$ cat config.mk
export PLATFORM = sky130hd
export DESIGN_NAME = imm_operand_pipe
export DESIGN_NICKNAME = d
export VERILOG_FILES = /design/src/rtl/imm_operand_pipe.sv
export SDC_FILE = /design/constraint.sdc
export NUM_CORES = 1
export LEC_CHECK = 0
export BUFFER_PORTS_ARGS = -buffer_cell sky130_fd_sc_hd__buf_2
export CELL_PAD_IN_SITES_DETAIL_PLACEMENT = 1
export CELL_PAD_IN_SITES_GLOBAL_PLACEMENT = 1
export CORE_UTILIZATION = 35
export CTS_CLUSTER_SIZE = 8
export DETAILED_ROUTE_END_ITERATION = 8
export GPL_ROUTABILITY_DRIVEN = 0
export PLACE_DENSITY = 0.64
export SKIP_CTS_REPAIR_TIMING = 1
export SLEW_MARGIN = 15
export SYNTH_ARGS = -nofsm -noshare
export SYNTH_HDL_FRONTEND = slang
export SYNTH_SLANG_ARGS = --single-unit
$ cat constraint.sdc
create_clock -name clk -period 4.2 [get_ports clk]
set_clock_uncertainty 0.2 [all_clocks]
set_input_delay 0.84 -clock clk [delete_from_list [all_inputs] [get_ports clk]]
set_output_delay 0.84 -clock clk [all_outputs]
set_load 0.05 [all_outputs]
$ cat src/rtl/imm_operand_pipe.sv
// Immediate-operand decoder feeding a DEPTH-entry FIFO with valid/ready handshakes.
// Optional build macro: IMM_ZTYPE_EN enables the CSR zimm (ZTYPE) format.
module imm_operand_pipe #(
  parameter int XLEN  = 32,
  parameter int DEPTH = 2
) (
  input  logic            clk,
  input  logic            rst_n,
  input  logic            flush,
  input  logic            in_valid,
  output logic            in_ready,
  input  logic [31:7]     In,
  input  logic [2:0]      Type,
  input  logic [3:0]      in_tag,
  output logic            out_valid,
  input  logic            out_ready,
  output logic [XLEN-1:0] Out,
  output logic [3:0]      out_tag,
  output logic            out_err,
  output logic [3:0]      count
);

  localparam int PW = $clog2(DEPTH);

  typedef enum logic [2:0] {
    RTYPE = 3'd0,
    ITYPE = 3'd1,
    STYPE = 3'd2,
    BTYPE = 3'd3,
    UTYPE = 3'd4,
    JTYPE = 3'd5,
    ZTYPE = 3'd6
  } imm_type_e;

  logic [31:0]     imm32;
  logic            dec_err;
  logic [XLEN-1:0] dec_out;

  // Every format is first built as a 32-bit value already sign-extended from
  // In[31] (zimm has bit 31 clear), so one signed widening serves both XLENs.
  always_comb begin
    // NOTE: defaults first so no path through the case leaves a latch behind.
    imm32   = '0;
    dec_err = 1'b0;
    case (Type)
      RTYPE: imm32 = '0;
      ITYPE: imm32 = {{20{In[31]}}, In[31:20]};
      STYPE: imm32 = {{20{In[31]}}, In[31:25], In[11:7]};
      BTYPE: imm32 = {{19{In[31]}}, In[31], In[7], In[30:25], In[11:8], 1'b0};
      UTYPE: imm32 = {In[31:12], 12'b0};
      JTYPE: imm32 = {{11{In[31]}}, In[31], In[19:12], In[20], In[30:21], 1'b0};
`ifdef IMM_ZTYPE_EN
      ZTYPE: imm32 = {27'b0, In[19:15]};
`else
      ZTYPE: dec_err = 1'b1;
`endif
      default: dec_err = 1'b1;
    endcase
  end

  assign dec_out = XLEN'($signed(imm32));

  logic [PW-1:0] wptr, rptr;
  logic          push, pop;

  assign in_ready  = (count != 4'(DEPTH));
  assign out_valid = (count != 4'd0);
  assign push      = in_valid && in_ready;
  assign pop       = out_valid && out_ready;

  function automatic logic [PW-1:0] ptr_inc(input logic [PW-1:0] p);
    return (p == PW'(DEPTH - 1)) ? '0 : p + 1'b1;
  endfunction

  always_ff @(posedge clk) begin
    // NOTE: state updates use non-blocking assignments so every register sees
    // the pre-edge values of its neighbours.
    if (!rst_n) begin
      wptr  <= '0;
      rptr  <= '0;
      count <= '0;
    end else if (flush) begin
      wptr  <= '0;
      rptr  <= '0;
      count <= '0;
    end else begin
      if (push) wptr <= ptr_inc(wptr);
      if (pop)  rptr <= ptr_inc(rptr);
      case ({push, pop})
        2'b10:   count <= count + 4'd1;
        2'b01:   count <= count - 4'd1;
        default: count <= count;
      endcase
    end
  end

  logic [XLEN-1:0] mem_out [DEPTH];
  logic [3:0]      mem_tag [DEPTH];
  logic            mem_err [DEPTH];

  // NOTE: storage is deliberately not reset; stale entries are unreachable
  // because the head outputs are forced to zero whenever the queue is empty.
  always_ff @(posedge clk) begin
    if (push) begin
      mem_out[wptr] <= dec_out;
      mem_tag[wptr] <= in_tag;
      mem_err[wptr] <= dec_err;
    end
  end

  assign Out     = out_valid ? mem_out[rptr] : '0;
  assign out_tag = out_valid ? mem_tag[rptr] : '0;
  assign out_err = out_valid ? mem_err[rptr] : 1'b0;

endmodule

Word level (Yosys, flattened, before mapping)
Memories as Yosys holds them, arrays and structs flattened. A register that Yosys moved wholly into a read port is not among the register bits.
Index checks and enable logic that the tools add are counted.
- bits in registers: 6
- memories: 3
- output and inout port bits: 43
- memory bits (writable): 74
- input bits: 37
- logic and storage cells: 42
- reduce and logical (&&, ||, !) cells: 7
- mux-type cells: 16
- equality and inequality tests: 8
- bitwise operators: 1
- add/sub/neg operators: 4
- memory list (name ; words ; bits a word ; read ports ; clocked after memory_dff ; wr ports ; RTL line ; RTL):
    mem_out ; 2 ; 32 ; 1 ; 1 ; 1 ; 97 ; logic [XLEN-1:0] mem_out [DEPTH];
    mem_tag ; 2 ; 4 ; 1 ; 1 ; 1 ; 98 ; logic [3:0] mem_tag [DEPTH];
    mem_err ; 2 ; 1 ; 1 ; 1 ; 1 ; 99 ; logic mem_err [DEPTH];
- operators by type and width (kind ; number):
    32-bit case mux with 5 select lines ; 1
    32-bit two-way mux ; 1
    1-bit two-way mux ; 12
    4-bit case mux with 2 select lines ; 1
    3-bit by 2-bit equality test with 1-bit output, second input constant ; 2
    3-bit equality test, second input constant ; 2
    6-bit OR reduction ; 1
    4-bit by 1-bit adder with 4-bit output, second input constant ; 1
    4-bit two-way mux ; 1
    4-bit by 2-bit != test with 1-bit output, second input constant ; 1
    4-bit nonzero test ; 1
    4-bit by 1-bit subtractor with 4-bit output, second input constant ; 1
    3-bit by 1-bit equality test with 1-bit output, second input constant ; 1
    3-bit zero test ; 1
    1-bit adder, second input constant ; 2
    2-bit by 1-bit equality test with 1-bit output, second input constant ; 1
    2-bit equality test, second input constant ; 1
    1-bit logical AND ; 2
    2-bit nonzero test ; 1
    2-bit OR reduction ; 1
    1-bit inverter ; 1

Logic depth before layout (Yosys ltp)
- depth in word-level cells: 4
- mapped depth: 11
- gate-level depth less buffers: 10

Worst setup path before layout
No wires, ideal clock.
- path type: register -> register
- start: register count[0]
- end: memory mem_err[0] (enable)
- data arrival time: 2747 ps
- stages on the path, launching flop included: 4
- path buffers: 0
- library setup time: 431 ps
- clock period less this slack: 3379 ps
- data required time: 3569 ps
- path slack: 821 ps
- path through: dfxtp_1 or4b_4 nand2_4 nor2_1
- longest elaborated chain between the ends: 4
- RTL lines (what ; RTL line ; RTL):
    start: declaration ; 20 ; output logic [3:0] count
    start signal: assignment ; 90 ; 2'b10: count <= count + 4'd1;
    start signal: assignment ; 91 ; 2'b01: count <= count - 4'd1;
    start signal: assignment ; 92 ; default: count <= count;
    4-bit by 2-bit != test with 1-bit output ; 66 ; assign in_ready = (count != 4'(DEPTH));
    via in_ready ; 11 ; output logic in_ready,
    1-bit logical AND ; 68 ; assign push = in_valid && in_ready;
    1-bit two-way mux ; 104 ; if (push) begin
    1-bit two-way mux (implied by the code) ; 107 ; mem_err[wptr] <= dec_err;
    end: declaration ; 99 ;
The timed path passes the listed nets, and every way through them passes these cells.

Final worst setup path
- start: register count[0]
- end: register count[2]
- longest elaborated chain between the ends: 4
- elaborated cells on any way between the ends: 10
- classes of those cells: add/sub: 2; eq/ne: 3; mux: 1; reduce/logical: 4
- RTL lines (what ; RTL line ; RTL):
    4-bit nonzero test * ; 67 ; assign out_valid = (count != 4'd0);
    1-bit logical AND * ; 69 ; assign pop = out_valid && out_ready;
    via pop ; 64 ; logic push, pop;
    2-bit by 1-bit equality test with 1-bit output or 2-bit equality test (tied branches) ; 89 ; case ({push, pop})
    4-bit case mux with 2 select lines or 2-bit nonzero test (tied branches) ; -- ;
The timed path passes the listed nets; every way through them passes the cells marked *.
A chain may end at the register's enable or synchronous reset.

==> impl_summary.txt <==
----------------------------------------------------
[Clock tree]
  TritonCTS clock tree ... built
  Maximum level of the CTS H-tree ... 3
  Num CTS Buffers ... 9
  Root Driver ... sky130_fd_sc_hd__clkbuf_8
  Clock latency reported for the late side of the worst-skew pair ... 0.35 ns
  # clock sinks ... 81
  Maximum count of clock buffers along a single path ... 2
  Clock slew at the register clock pins of the worst setup and hold paths ... 0.08 ns

[Placed design]
  Half-perimeter wire length after detailed placement ... 5240 um
  PortBufs ... 79
  Post-placement cell area ... 4080 sq um

[Routing]
  Total iterations of the first detailed-routing run ... 4
  Per-cell via count in the routed design ... 4.800
  Avg WL per Cell ... 16.31 um
  Detailed-route DRC error count ... 0
  Number of antenna-violating nets in the routed design ... 0
  Total Wirelength ... 7748 um
  Number of vias after detailed routing ... 2,280
  Drt first-iter violations ... 60

[GRT]
  Largest net degree at the start of global routing ... 39
  Wire length of the first global-routing pass ... 11,990 um
  Total GRT Usage ... 15.73%
  Via count of the first global-routing pass ... 2,354
  Number of antenna violations at the first check in global routing ... 0
  Grt total ovfl ... 0

[STA]
  Worst max-slew margin expressed relative to the limit ... 26.31%
  Min Hold Slack ... 0.3400 ns
  Final count of negative-setup-slack endpoints ... 0
  Count of final hold-check violations ... 0
  Setup TNS ... 0 ns
  Time the worst path needs with I/O delays and setup ... 2.974 ns
  Total count of max-transition violations in the final report ... 0
  Worst Max-Slew Pin Slew ... 1.103 ns
  Top achievable clock speed ... 336.2 MHz
  Period Utilization, post-route ... 70.81%
  Setup repair after global routing missed its margin ... no

[Cells and area]
  Antenna fix cells ... 0
  Layout overhead on the synthesized area ... 20.20%
  Final core occ ... 43.56%
  Register cell area after layout ... 2364 sq um
  Share of final-layout standard cells stronger than drive strength 1 ... 31.58%
  Area of the multi-input gates ... 1117 sq um
  Post-route cell area ... 4258 sq um
  Fillcell total ... 1,085
  Net count of the finished layout ... 377

[Synth]
  Yosys cell types ... 34
  Synthesized area per cell ... 13.84 sq um
  Most common cell in the synthesized netlist ... sky130_fd_sc_hd__edfxtp_1
  Top_reg_cell synth ... sky130_fd_sc_hd__edfxtp_1
  Number of nets in the synthesized netlist ... 296
  Sequential fraction of the synthesis area ... 66.69%
  Most used standard cells in the synthesized netlist ... 74 x sky130_fd_sc_hd__edfxtp_1, 49 x sky130_fd_sc_hd__nor2_1, 38 x sky130_fd_sc_hd__mux2i_1
  Number of synthesized flops with an enable pin ... 74
  Count of warnings emitted by yosys ... 0
  Fraction of registers with async set or reset after synthesis ... 0%
  Top cells by area, synth ... sky130_fd_sc_hd__edfxtp_1 63%, sky130_fd_sc_hd__mux2i_1 11%, sky130_fd_sc_hd__nor2_1 5.2%, sky130_fd_sc_hd__a21o_1 4.0%, sky130_fd_sc_hd__dfxtp_1 4.0%
  Number of standard cells after synthesis ... 256
  Post-synthesis sequential element count ... 81
  Portion of synthesized cell area occupied by the leading cell type ... 62.73%
  Mapped Area ... 3542 sq um
  Dominant cell type by area after synthesis ... sky130_fd_sc_hd__edfxtp_1

[Flow run]
  Max-cap violation count ... 0

[Worst setup path]
  Worst reg-to-reg path cell count ... 11
  Critical Path Source Type ... register
  Crit Path Max Fanout ... 38
  FF-to-FF End ... count[2]
  Critical path cell sequence ... nor4_4 -> buf_4 -> inv_2 -> and2_1 -> ha_1 -> xor2_1 -> ha_1 -> a21oi_1 -> xor2_1 -> or3_1 -> a21oi_1
  Largest stage delay, worst path ... 0.44 ns
  Slowest CP cell ... sky130_fd_sc_hd__buf_4
  Arrival time of the worst setup path ... 3.05 ns
  Crit Path Category ... register to register
  Endpoint type of the worst setup path ... register
  Launch point of the worst reg-to-reg path ... count[0]
  Required @ worst endpoint ... 4.28 ns
  Worst R2R Setup Slack ... 1.23 ns

[Worst hold path]
  Type of the worst min-delay path ... register to register
  Cell depth of the worst min-delay path ... 2
  Beginning of the worst hold path ... rptr

[Pwr]
  Net Sw Frac ... 29.70%
  VDD IR-drop max ... 180.6 uV
  Part of the power in the clock network ... 29.2%
  Combinational power share ... 16.8%
  Relative contribution of sequential cells to total power ... 54.0%
  Switching component of the power ... 0.0005209 W
  Power per standard cell area ... 411.9 nW/um^2
  Internal Pwr Total ... 0.001233 W
  Leakage ... 1.722 nW

[Status]
  Result of the run ... complete, no violations

[Die]
  Core Footprint ... 9774 sq um
  Starting Density ... 36.24%
  Number of top-level pins ... 80
  Cell row count ... 36
  Chip Width ... 102.6 um
  Height of the die ... 102.6 um
  Total die area ... 10,530 sq um

----------------------------------------------------
==> per-stage QoR <==
step | setup WS (ns) | total power (W) | instances
after floorplan | 0.8215 | 0.001177 | 256
after global placement | 1.333 | 0.001258 | 459
after detailed placement | 1.215 | 0.001265 | 459
after CTS | 1.198 | 0.001778 | 475
after global routing | 0.9743 | 0.001834 | 475
final | 1.226 | 0.001754 | 475
==> logic make-up (layout without fill, tap and decap cells) <==
logic type | Yosys count | in the layout | share of synthesized area [%]
compound gates | 33 | 33 | 6.535
xor+xnor | 5 | 5 | 1.449
fa+ha+maj | 3 | 3 | 1.060
buf+inv | 15 | 101 | 2.260
flops | 81 | 81 | 66.69
mux | 38 | 38 | 10.74
simple gates | 81 | 81 | 11.27
==> worst max path at each step <==
stage | startpoint | endpoint | slack (ns) | cells after the start
floorplan | count[0] | mem_err[0] | 0.82 | 3
global placement | count[0] | count[2] | 1.33 | 11
detailed placement | count[0] | count[2] | 1.22 | 11
CTS | count[0] | count[2] | 1.20 | 11
global route | count[0] | count[2] | 0.97 | 11
finish | count[0] | count[2] | 1.23 | 11
==> cell usage in the layout (no fill, tap or decap), drive strengths merged, types with 5 or more instances in the layout <==
cell type / Yosys / routed
o21ai: 5 / 5
dfxtp: 7 / 7
nor2: 49 / 49
buf: 11 / 83
clkbuf: 2 / 9
edfxtp: 74 / 74
a21o: 19 / 19
nor2b: 5 / 5
mux2i: 38 / 38
and2: 9 / 9
==> worst max-delay path, delay by kind of cell, from the launching register on <==
kind,cells,cell delay [ns]
simple gates,3,0.78
buf+inv,2,0.50
fa+ha+maj,2,0.47
flops,1,0.40
compound gates,2,0.28
xor+xnor,2,0.27
==> state kept, by name, indices dropped and copies added (netlist names), named ones only <==
signal / count
count: 4
mem_err: 2
mem_out: 64
mem_tag: 8
rptr: 1
wptr: 1
==> layout make-up <==
type,count,share of cell area (%)
Tap cell,133,3.908
Clock buffer,9,2.909
Inverter,2,0.1763
Clock inverter,7,1.264
Multi-Input combinational cell,160,26.24
Timing Repair Buffer,83,9.991
Sequential cell,81,55.51
==> metal layers <==
| metal | wire [um] | global-route usage [%] |
|---|---|---|
| met1 | 3442 | 19.91 |
| met4 | 121 | 7.143 |
| met3 | 343 | 2.780 |
| met5 | 0 | 0 |
| met2 | 3840 | 26.36 |
==> power groups by stage <==
stage / logic (W) / clock network, W / registers, W
floorplan: 0.000211 / 0 / 0.000966
global placement: 0.000294 / 0 / 0.000964
detailed placement: 0.000299 / 0 / 0.000966
CTS: 0.000300 / 0.000530 / 0.000948
global route: 0.000318 / 0.000565 / 0.000952
finish: 0.000294 / 0.000513 / 0.000947
Note: power is estimated with default switching activity, not from simulation.
